==> config.mk <==
export PLATFORM = sky130hd
export DESIGN_NAME = b2bd_converter
export DESIGN_NICKNAME = d
export VERILOG_FILES = /design/src/rtl/b2bd_converter.sv
export SDC_FILE = /design/constraint.sdc
export NUM_CORES = 1
export LEC_CHECK = 0
export ABC_AREA = 1
export CORE_AREA = 8 8 45 47
export DETAILED_ROUTE_END_ITERATION = 8
export DIE_AREA = 0 0 53 55
export DONT_BUFFER_PORTS = 1
export HOLD_SLACK_MARGIN = 0.08
export REMOVE_ABC_BUFFERS = 1
export SLEW_MARGIN = 10
export SYNTH_ARGS = -nofsm -noshare
export SYNTH_HDL_FRONTEND = slang
export SYNTH_SLANG_ARGS = --single-unit
==> constraint.sdc <==
create_clock -name clk -period 0.8 [get_ports clk]
set_input_delay 0.04 -clock clk [delete_from_list [all_inputs] [get_ports clk]]
set_output_delay 0.04 -clock clk [all_outputs]
set_load 0.01 [all_outputs]
==> src/rtl/b2bd_converter.sv <==
//------------------------------------------------------------------------------
// b2bd_converter
//
// Purpose:
//   Registered binary-to-BCD converter. The unsigned binary input is
//   converted combinationally with the shift-and-add-3 (double dabble)
//   method. The packed BCD result is captured in a single output register
//   on every rising clock edge, so the latency is exactly one cycle. There
//   is no handshake: every cycle carries a valid conversion.
//
// Parameters:
//   IN_W   - width of the binary input in bits (default 4)
//   DIGITS - number of BCD output digits (default 2); must satisfy
//            10^DIGITS > 2^IN_W - 1 so that every input value fits
//
// Ports:
//   clk - single clock; all state updates happen on its rising edge
//   rst - synchronous, active-high reset; clears led and takes priority
//         over conversion
//   sw  - [IN_W-1:0] unsigned binary value to convert
//   led - [4*DIGITS-1:0] packed BCD result; bits [3:0] hold the units
//         digit, [7:4] the tens digit, and so on. Unused upper digits
//         read as zero.
//------------------------------------------------------------------------------
module b2bd_converter #(
   parameter int IN_W   = 4,
   parameter int DIGITS = 2
) (
   input  logic                  clk,
   input  logic                  rst,
   input  logic [IN_W-1:0]       sw,
   output logic [4*DIGITS-1:0]   led
);

   //---------------------------------------------------------------------------
   // Elaboration-time range check
   //---------------------------------------------------------------------------
   // Largest representable decimal value plus one, saturating at the 64-bit
   // ceiling so that very large DIGITS values cannot wrap around.
   function automatic logic [63:0] pow10_sat(input int n);
      logic [63:0] r;
      r = 64'd1;
      for (int k = 0; k < n; k++) begin
         if (r > (64'hFFFF_FFFF_FFFF_FFFF / 64'd10)) begin
            r = 64'hFFFF_FFFF_FFFF_FFFF;
         end else begin
            r = r * 64'd10;
         end
      end
      return r;
   endfunction

   localparam logic [63:0] MAX_IN     = (64'd1 << IN_W) - 64'd1;
   localparam logic [63:0] DEC_RANGE  = pow10_sat(DIGITS);

   generate
      if (IN_W < 1 || IN_W > 63) begin : g_bad_in_w
         $error("b2bd_converter: IN_W must be in 1..63");
      end
      if (DIGITS < 1) begin : g_bad_digits
         $error("b2bd_converter: DIGITS must be at least 1");
      end
      if (!(DEC_RANGE > MAX_IN)) begin : g_bad_range
         $error("b2bd_converter: 10^DIGITS must exceed 2^IN_W - 1");
      end
   endgenerate

   //---------------------------------------------------------------------------
   // Combinational double dabble
   //---------------------------------------------------------------------------
   // The working vector is {bcd digits, binary}. Before each of the IN_W left
   // shifts every digit that is 5 or more gets 3 added, so that the shift
   // carries it correctly into the next decimal place. After IN_W shifts the
   // binary part has been fully consumed and the digits hold the result.
   // Bits shifted out of the top are always zero because the range check
   // above guarantees the result fits in DIGITS digits.
   localparam int BCD_W = 4 * DIGITS;
   localparam int SH_W  = BCD_W + IN_W;

   logic [SH_W-1:0]  w_shift;
   logic [BCD_W-1:0] w_bcd;

   always_comb begin
      w_shift = {{BCD_W{1'b0}}, sw};
      for (int s = 0; s < IN_W; s++) begin
         for (int d = 0; d < DIGITS; d++) begin
            if (w_shift[IN_W + 4*d +: 4] >= 4'd5) begin
               w_shift[IN_W + 4*d +: 4] = w_shift[IN_W + 4*d +: 4] + 4'd3;
            end
         end
         w_shift = w_shift << 1;
      end
      w_bcd = w_shift[SH_W-1 -: BCD_W];
   end

   //---------------------------------------------------------------------------
   // Output register: the only state in the block
   //---------------------------------------------------------------------------
   logic [BCD_W-1:0] r_led;

   always_ff @(posedge clk) begin
      if (rst) begin
         r_led <= '0;
      end else begin
         r_led <= w_bcd;
      end
   end

   assign led = r_led;

endmodule

==> impl_metrics.prom, run 1 <==
# TYPE chip_impl_metric gauge
chip_impl_metric{name="die_footprint",unit="mm^2"} 0.002915
chip_impl_metric{name="worst_path_required_time",unit="ps"} 970
chip_impl_metric{name="max-vdd-ir-drop",unit="V"} 0.0003796
chip_impl_metric{name="flow.area_growth_from_synthesis",unit="%"} 32.65
chip_impl_metric{name="post_drt_via_cell_ratio",unit=""} 3.518
chip_impl_metric{name="fin_tns_setup",unit="ps"} 0
chip_impl_metric{name="power_density",unit="mW/mm^2"} 1952
chip_impl_metric{name="post_synth_instance_area",unit="um^2"} 245.2
chip_impl_info{name="failed_checks",value="negative hold slack"} 1
chip_impl_metric{name="post_synth_fa_ha_maj_area_fraction",unit="%"} 10.20
chip_impl_info{name="synth_area_leaders",value="sky130_fd_sc_hd__dfxtp_1 (41%), sky130_fd_sc_hd__ha_1 (10%), sky130_fd_sc_hd__buf_4 (9.2%), sky130_fd_sc_hd__nand2_1 (9.2%), sky130_fd_sc_hd__nor2_1 (9.2%)"} 1
chip_impl_metric{name="power",unit="mW"} 0.6350
chip_impl_metric{name="grt_max_degree",unit=""} 5
chip_impl_metric{name="grt.overflow.total",unit=""} 0
chip_impl_metric{name="grt_pass1_vias",unit=""} 199
chip_impl_metric{name="post_synthesis_simple_gate_area_fraction",unit="%"} 22.96
chip_impl_metric{name="antennaDiodeCount",unit=""} 0
chip_impl_info{name="setup.worst_path.end_class",value="flip-flop"} 1
chip_impl_metric{name="clockPowerShare",unit="%"} 44.0
chip_impl_metric{name="synth-compound-area-share",unit="%"} 7.653
chip_impl_metric{name="drv_slew",unit=""} 0
chip_impl_metric{name="period_minus_slack",unit="ps"} 700.3
chip_impl_metric{name="cp_data_arrival_time",unit="ps"} 870
chip_impl_info{name="critical_path_class",value="in2reg"} 1
chip_impl_info{name="cell_accounting_for_the_most_synthesized_area",value="sky130_fd_sc_hd__dfxtp_1"} 1
chip_impl_metric{name="netSwitchingPower",unit="mW"} 0.1471
chip_impl_metric{name="max_capacitance_violation_total",unit=""} 0
chip_impl_metric{name="die-height",unit="um"} 55
chip_impl_metric{name="setup_viol",unit=""} 0
chip_impl_metric{name="largest_register_ffs",unit=""} 5
chip_impl_metric{name="cts_sinks",unit=""} 5
chip_impl_metric{name="crit_path_max_fanout",unit=""} 3
chip_impl_metric{name="ys_warn_count",unit=""} 0
chip_impl_metric{name="groute.usage.overall",unit="%"} 3.880
chip_impl_metric{name="synthDistinctLibCells",unit=""} 12
chip_impl_metric{name="power.leakage",unit="nW"} 0.1693
chip_impl_metric{name="initial_utilization",unit="%"} 17.72
chip_impl_metric{name="layout-drive-gt1-share",unit="%"} 17.50
chip_impl_metric{name="post-route-period-util",unit="%"} 87.54
chip_impl_info{name="start_kind",value="primary input"} 1
chip_impl_metric{name="drcViolationCount",unit=""} 0
chip_impl_metric{name="floorplan.io_pins",unit=""} 14
chip_impl_metric{name="cts_hold_buffers",unit=""} 4
chip_impl_metric{name="yosys.area_share.xor_xnor",unit="%"} 0
chip_impl_info{name="grt_setup_unrepaired",value="false"} 1
chip_impl_info{name="holdCritPathClass",value="in2reg"} 1
chip_impl_metric{name="grt_first_pass_wirelength",unit="um"} 738
chip_impl_metric{name="avgRoutedWirePerCell",unit="um"} 9.357
chip_impl_metric{name="max_freq",unit="MHz"} 1428
chip_impl_metric{name="place_congestion",unit=""} 0.6744
chip_impl_info{name="synth_top_family_by_area",value="simple AND/OR/NAND/NOR gates"} 1
chip_impl_metric{name="grt_antenna_before_repair",unit=""} 0
chip_impl_metric{name="power.share.combinational",unit="%"} 12.0
chip_impl_metric{name="flip_flop_and_latch_count_after_synthesis",unit=""} 5
chip_impl_metric{name="share_seq_of_total_power",unit="%"} 44.1
chip_impl_metric{name="io_buffers",unit=""} 0
chip_impl_metric{name="synth_sequential_area_ratio",unit="%"} 40.82
chip_impl_metric{name="die-width",unit="um"} 53
chip_impl_metric{name="synth.area.mux_share",unit="%"} 0
chip_impl_metric{name="cts_setup_buffers",unit=""} 0
chip_impl_metric{name="cts_buffer_depth",unit=""} 2
chip_impl_metric{name="postSynthCellCount",unit=""} 33
chip_impl_metric{name="finalNonFillerCells",unit=""} 56
chip_impl_info{name="root_buffer",value="sky130_fd_sc_hd__clkbuf_4"} 1
chip_impl_metric{name="report.final.hold_viol_count",unit=""} 2
chip_impl_metric{name="coreArea",unit="mm^2"} 0.001384
chip_impl_metric{name="layout.nets",unit=""} 49
chip_impl_metric{name="place_inst",unit=""} 48
chip_impl_metric{name="route.vias.total",unit=""} 197
chip_impl_metric{name="drtAntennaViolNets",unit=""} 0
chip_impl_metric{name="numCtsBuffers",unit=""} 3
chip_impl_info{name="cts_tree",value="built"} 1
chip_impl_metric{name="detailed_place_hpwl",unit="um"} 422.8
chip_impl_metric{name="ctsHtreeMaxLevel",unit=""} 1
chip_impl_metric{name="std_cell_rows",unit=""} 14
chip_impl_metric{name="power.switching_fraction",unit="%"} 23.17
chip_impl_metric{name="dr.first_iter.drc_count",unit=""} 1
chip_impl_metric{name="post_route_utilization",unit="%"} 23.51
chip_impl_metric{name="drt-pass1-iter-count",unit=""} 2
chip_impl_metric{name="worst_hold_margin",unit="ps"} -43.16
chip_impl_metric{name="synth.avg_cell_area",unit="um^2"} 7.431
chip_impl_metric{name="post-synth-top-area-fraction",unit="%"} 40.82
chip_impl_metric{name="clkSlewWorstSetupHoldPaths",unit="ps"} 40
chip_impl_metric{name="power_report.internal_total",unit="mW"} 0.4879
chip_impl_metric{name="routed_wirelength",unit="um"} 524
chip_impl_info{name="outcome",value="finished, violations left"} 1
==> metal layers <==
| metal | vias up | global-route usage (%) | wire length (um) |
|---|---|---|---|
| li1 | 105 | - | - |
| met5 | - | 0 | 0 |
| met2 | 11 | 2.734 | 211 |
| met1 | 81 | 4.407 | 228 |
| met4 | 0 | 7.759 | 0 |
| met3 | 0 | 2.674 | 84 |
==> final timing paths <==
kind                  cells past startpoint     end  startpoint  slack, ps
worst max-delay path                      4  led[3]         rst        100
worst min-delay path                      2  led[4]       sw[3]        -40
==> placed cells by master, fill, tap and decap left out <==
cell type                        synthesis  routed
sky130_fd_sc_hd__nor2_1                  6       6
sky130_fd_sc_hd__dlymetal6s4s_1          0       1
sky130_fd_sc_hd__a21oi_2                 1       2
sky130_fd_sc_hd__nand2_1                 6       5
sky130_fd_sc_hd__a21oi_1                 2       1
sky130_fd_sc_hd__clkbuf_1                0       1
sky130_fd_sc_hd__inv_2                   1       1
sky130_fd_sc_hd__dlygate4sd3_1           0       3
sky130_fd_sc_hd__nand2_2                 0       1
sky130_fd_sc_hd__dfxtp_1                 5       5
sky130_fd_sc_hd__inv_1                   4       4
sky130_fd_sc_hd__or2_0                   1       1
sky130_fd_sc_hd__nand3_1                 1       1
sky130_fd_sc_hd__clkbuf_4                0       3
sky130_fd_sc_hd__ha_1                    2       2
sky130_fd_sc_hd__conb_1                  1       3
==> worst max-delay path: stages <==
cell and delay (ps):
sky130_fd_sc_hd__dlygate4sd3_1 580, sky130_fd_sc_hd__inv_1 90, sky130_fd_sc_hd__nand2_1 60, sky130_fd_sc_hd__nor2_1 100
==> synth_stat cells <==
master                    count
sky130_fd_sc_hd__a21oi_1      2
sky130_fd_sc_hd__inv_1        4
sky130_fd_sc_hd__or2_0        1
sky130_fd_sc_hd__conb_1       1
sky130_fd_sc_hd__inv_2        1
sky130_fd_sc_hd__a21oi_2      1
sky130_fd_sc_hd__dfxtp_1      5
sky130_fd_sc_hd__nor2_1       6
sky130_fd_sc_hd__nand3_1      1
sky130_fd_sc_hd__ha_1         2
sky130_fd_sc_hd__nand2_1      6
sky130_fd_sc_hd__buf_4        3
==> kinds of logic (layout without fill, tap and decap cells) <==
group / count (synthesis) / count (layout)
buffers and inverters: 8 / 13
AND/OR/NAND/NOR: 14 / 14
flip-flops: 5 / 5
adder cells (fa/ha/maj): 2 / 2
other: 1 / 3
AO/OA/AOI/OAI: 3 / 3
==> cell type report <==
class / instances / area [um^2]
Fill cell: 159 / 1059
Multi-Input combinational cell: 22 / 117.6
Sequential cell: 5 / 100.1
Timing Repair Buffer: 4 / 42.54
Clock buffer: 4 / 26.28
Tap cell: 16 / 20.02
Inverter: 5 / 18.77
==> what timing repair did <==
action	4_1_cts	5_1_grt
setup endpoints to repair	0	2
resized for setup	0	3
endpoints found under the hold margin	5	3
==> metrics by stage <==
stage                     cell area, um^2  hold slack [ps]  worst slack [ps]
final                               325.3           -43.16             99.72
after global routing                325.3           -46.03             53.51
after CTS                           316.6           -52.33             24.37
after detailed placement            250.2            105.7             144.7
after global placement              250.2            105.5             134.6
after floorplan                     230.2            102.4             191.3
==> power by group through the flow <==
stage          Combinational [mW]  Clock (mW)  Sequential [mW]
2_1_floorplan              0.0460           0            0.281
3_3_place_gp               0.0525           0            0.285
3_5_place_dp               0.0531           0            0.285
4_1_cts                    0.0716       0.294            0.281
5_1_grt                    0.0861       0.311            0.282
6_report                   0.0761       0.279            0.280
(Power assumes the default switching activity.)
==> run 2: changes to the inputs <==
HOLD_SLACK_MARGIN = 0.05   (was 0.08)
==> run 2 against run 1 <==
The flow now finishes without violations. Global-route usage is 0.33 points higher. Count of clock-buffer cells in the layout stayed put. Die area stayed put.
==> impl_metrics.prom, run 2 (same netlist as run 1, synthesis figures left out) <==
# TYPE chip_impl_metric gauge
chip_impl_info{name="outcome",value="finished clean"} 1
chip_impl_metric{name="place_congestion",unit=""} 0.6744
chip_impl_metric{name="detailed_place_hpwl",unit="um"} 422.8
chip_impl_metric{name="cts_setup_buffers",unit=""} 0
chip_impl_metric{name="die-width",unit="um"} 53
chip_impl_info{name="cts_tree",value="built"} 1
chip_impl_metric{name="max-vdd-ir-drop",unit="V"} 0.0003647
chip_impl_metric{name="routed_wirelength",unit="um"} 517
chip_impl_metric{name="place_inst",unit=""} 48
chip_impl_metric{name="placement.cell_area",unit="um^2"} 250.2
chip_impl_metric{name="layout-drive-gt1-share",unit="%"} 11.90
chip_impl_metric{name="final_design_area_no_fill",unit="um^2"} 336.6
chip_impl_info{name="hold_path.startpoint",value="sw[2]"} 1
chip_impl_info{name="critical_path_class",value="in2reg"} 1
chip_impl_metric{name="setup_viol",unit=""} 0
chip_impl_metric{name="period_minus_slack",unit="ps"} 778.0
chip_impl_metric{name="antennaDiodeCount",unit=""} 0
chip_impl_metric{name="numCtsBuffers",unit=""} 3
chip_impl_metric{name="worstHoldPathCells",unit=""} 3
chip_impl_metric{name="drtAntennaViolNets",unit=""} 0
chip_impl_info{name="holdPathEnd",value="led[2]"} 1
chip_impl_metric{name="post_route_utilization",unit="%"} 24.32
chip_impl_metric{name="ctsHtreeMaxLevel",unit=""} 1
chip_impl_metric{name="max_capacitance_violation_total",unit=""} 0
chip_impl_metric{name="grt_pass1_vias",unit=""} 220
chip_impl_metric{name="report.final.hold_viol_count",unit=""} 0
chip_impl_metric{name="drv_slew",unit=""} 0
chip_impl_metric{name="power.leakage",unit="nW"} 0.1689
chip_impl_metric{name="dr.first_iter.drc_count",unit=""} 0
chip_impl_metric{name="io_buffers",unit=""} 0
chip_impl_metric{name="cp_data_arrival_time",unit="ps"} 950
chip_impl_metric{name="max_freq",unit="MHz"} 1285
chip_impl_metric{name="grt_max_degree",unit=""} 4
chip_impl_metric{name="std_cell_rows",unit=""} 14
chip_impl_metric{name="worst_hold_margin",unit="ps"} 62.13
chip_impl_info{name="final_cell_mix",value="sky130_fd_sc_hd__nand2_1 (6), sky130_fd_sc_hd__nor2_1 (6), sky130_fd_sc_hd__dlygate4sd3_1 (6), sky130_fd_sc_hd__dfxtp_1 (5), sky130_fd_sc_hd__inv_1 (4)"} 1
chip_impl_metric{name="route.vias.total",unit=""} 197
chip_impl_metric{name="fin_tns_setup",unit="ps"} 0
chip_impl_metric{name="drt-pass1-iter-count",unit=""} 1
chip_impl_info{name="holdCritPathClass",value="in2reg"} 1
chip_impl_metric{name="finalNonFillerCells",unit=""} 58
chip_impl_info{name="setup.worst_path.end_class",value="flip-flop"} 1
chip_impl_metric{name="floorplan.io_pins",unit=""} 14
chip_impl_metric{name="die_footprint",unit="mm^2"} 0.002915
chip_impl_metric{name="grt.overflow.total",unit=""} 0
chip_impl_metric{name="grt_first_pass_wirelength",unit="um"} 821
chip_impl_metric{name="grt_antenna_before_repair",unit=""} 0
chip_impl_metric{name="die-height",unit="um"} 55
chip_impl_metric{name="clkSlewWorstSetupHoldPaths",unit="ps"} 40
chip_impl_metric{name="cts_sinks",unit=""} 5
chip_impl_metric{name="initial_utilization",unit="%"} 17.72
chip_impl_info{name="grt_setup_unrepaired",value="false"} 1
chip_impl_metric{name="flow.area_growth_from_synthesis",unit="%"} 37.25
chip_impl_metric{name="groute.usage.overall",unit="%"} 4.208
chip_impl_metric{name="coreArea",unit="mm^2"} 0.001384
chip_impl_metric{name="drcViolationCount",unit=""} 0
chip_impl_info{name="root_buffer",value="sky130_fd_sc_hd__clkbuf_4"} 1
chip_impl_metric{name="avgRoutedWirePerCell",unit="um"} 8.914
chip_impl_metric{name="power_density",unit="mW/mm^2"} 1899
chip_impl_metric{name="post-route-period-util",unit="%"} 97.25
chip_impl_metric{name="largest_register_ffs",unit=""} 5
chip_impl_metric{name="cts_buffer_depth",unit=""} 2
chip_impl_metric{name="layout.nets",unit=""} 51
chip_impl_metric{name="crit_path_max_fanout",unit=""} 3
chip_impl_info{name="start_kind",value="primary input"} 1
chip_impl_metric{name="worst_path_required_time",unit="ps"} 970
chip_impl_metric{name="post_drt_via_cell_ratio",unit=""} 3.397
==> run 2: power by group <==
group / internal, mW / switching [mW]
combinational: 0.0388 / 0.0407
sequential: 0.266 / 0.0140
clock: 0.188 / 0.0919
==> run 2: worst max path at each step <==
stage / from / to / slack, ps / cells past startpoint
global placement: sw[2] / led[1] / 130 / 5
detailed placement: sw[2] / led[1] / 140 / 5
finish: sw[3] / led[2] / 20 / 3
global route: sw[3] / led[2] / 10 / 3
floorplan: sw[1] / led[2] / 190 / 5
CTS: sw[3] / led[2] / 10 / 3
==> run 2: final cells by class <==
type	count	area, um^2
inverters	5	18.77
clock buffers	4	26.28
flip-flops and latches	5	100.1
fillers	156	1047
multi-input cells	22	111.4
well taps	16	20.02
repair buffers	6	60.06
==> run 2: layer usage <==
layer  global-route usage, %  wire [um]
met1                   4.407        219
met2                   3.516        202
met3                   3.209         96
met4                   7.759          0
met5                       0          0
==> run 2: repair_timing <==
item	CTS	global route
gates resized for setup	0	1
setup endpoints to repair	0	1
endpoints found under the hold margin	5	0
hold buffers	6	0
==> run 2: metrics by stage <==
stage | power [mW] | setup WS (ps)
after floorplan | 0.3274 | 191.3
final | 0.6390 | 21.96
after CTS | 0.6540 | 13.79
after global placement | 0.3373 | 134.6
after global routing | 0.6841 | 9.797
after detailed placement | 0.3381 | 144.7
==> run 2: critical path: stages <==
cell and delay (ps):
sky130_fd_sc_hd__dlygate4sd3_1 560, sky130_fd_sc_hd__or2_1 230, sky130_fd_sc_hd__a21oi_2 120
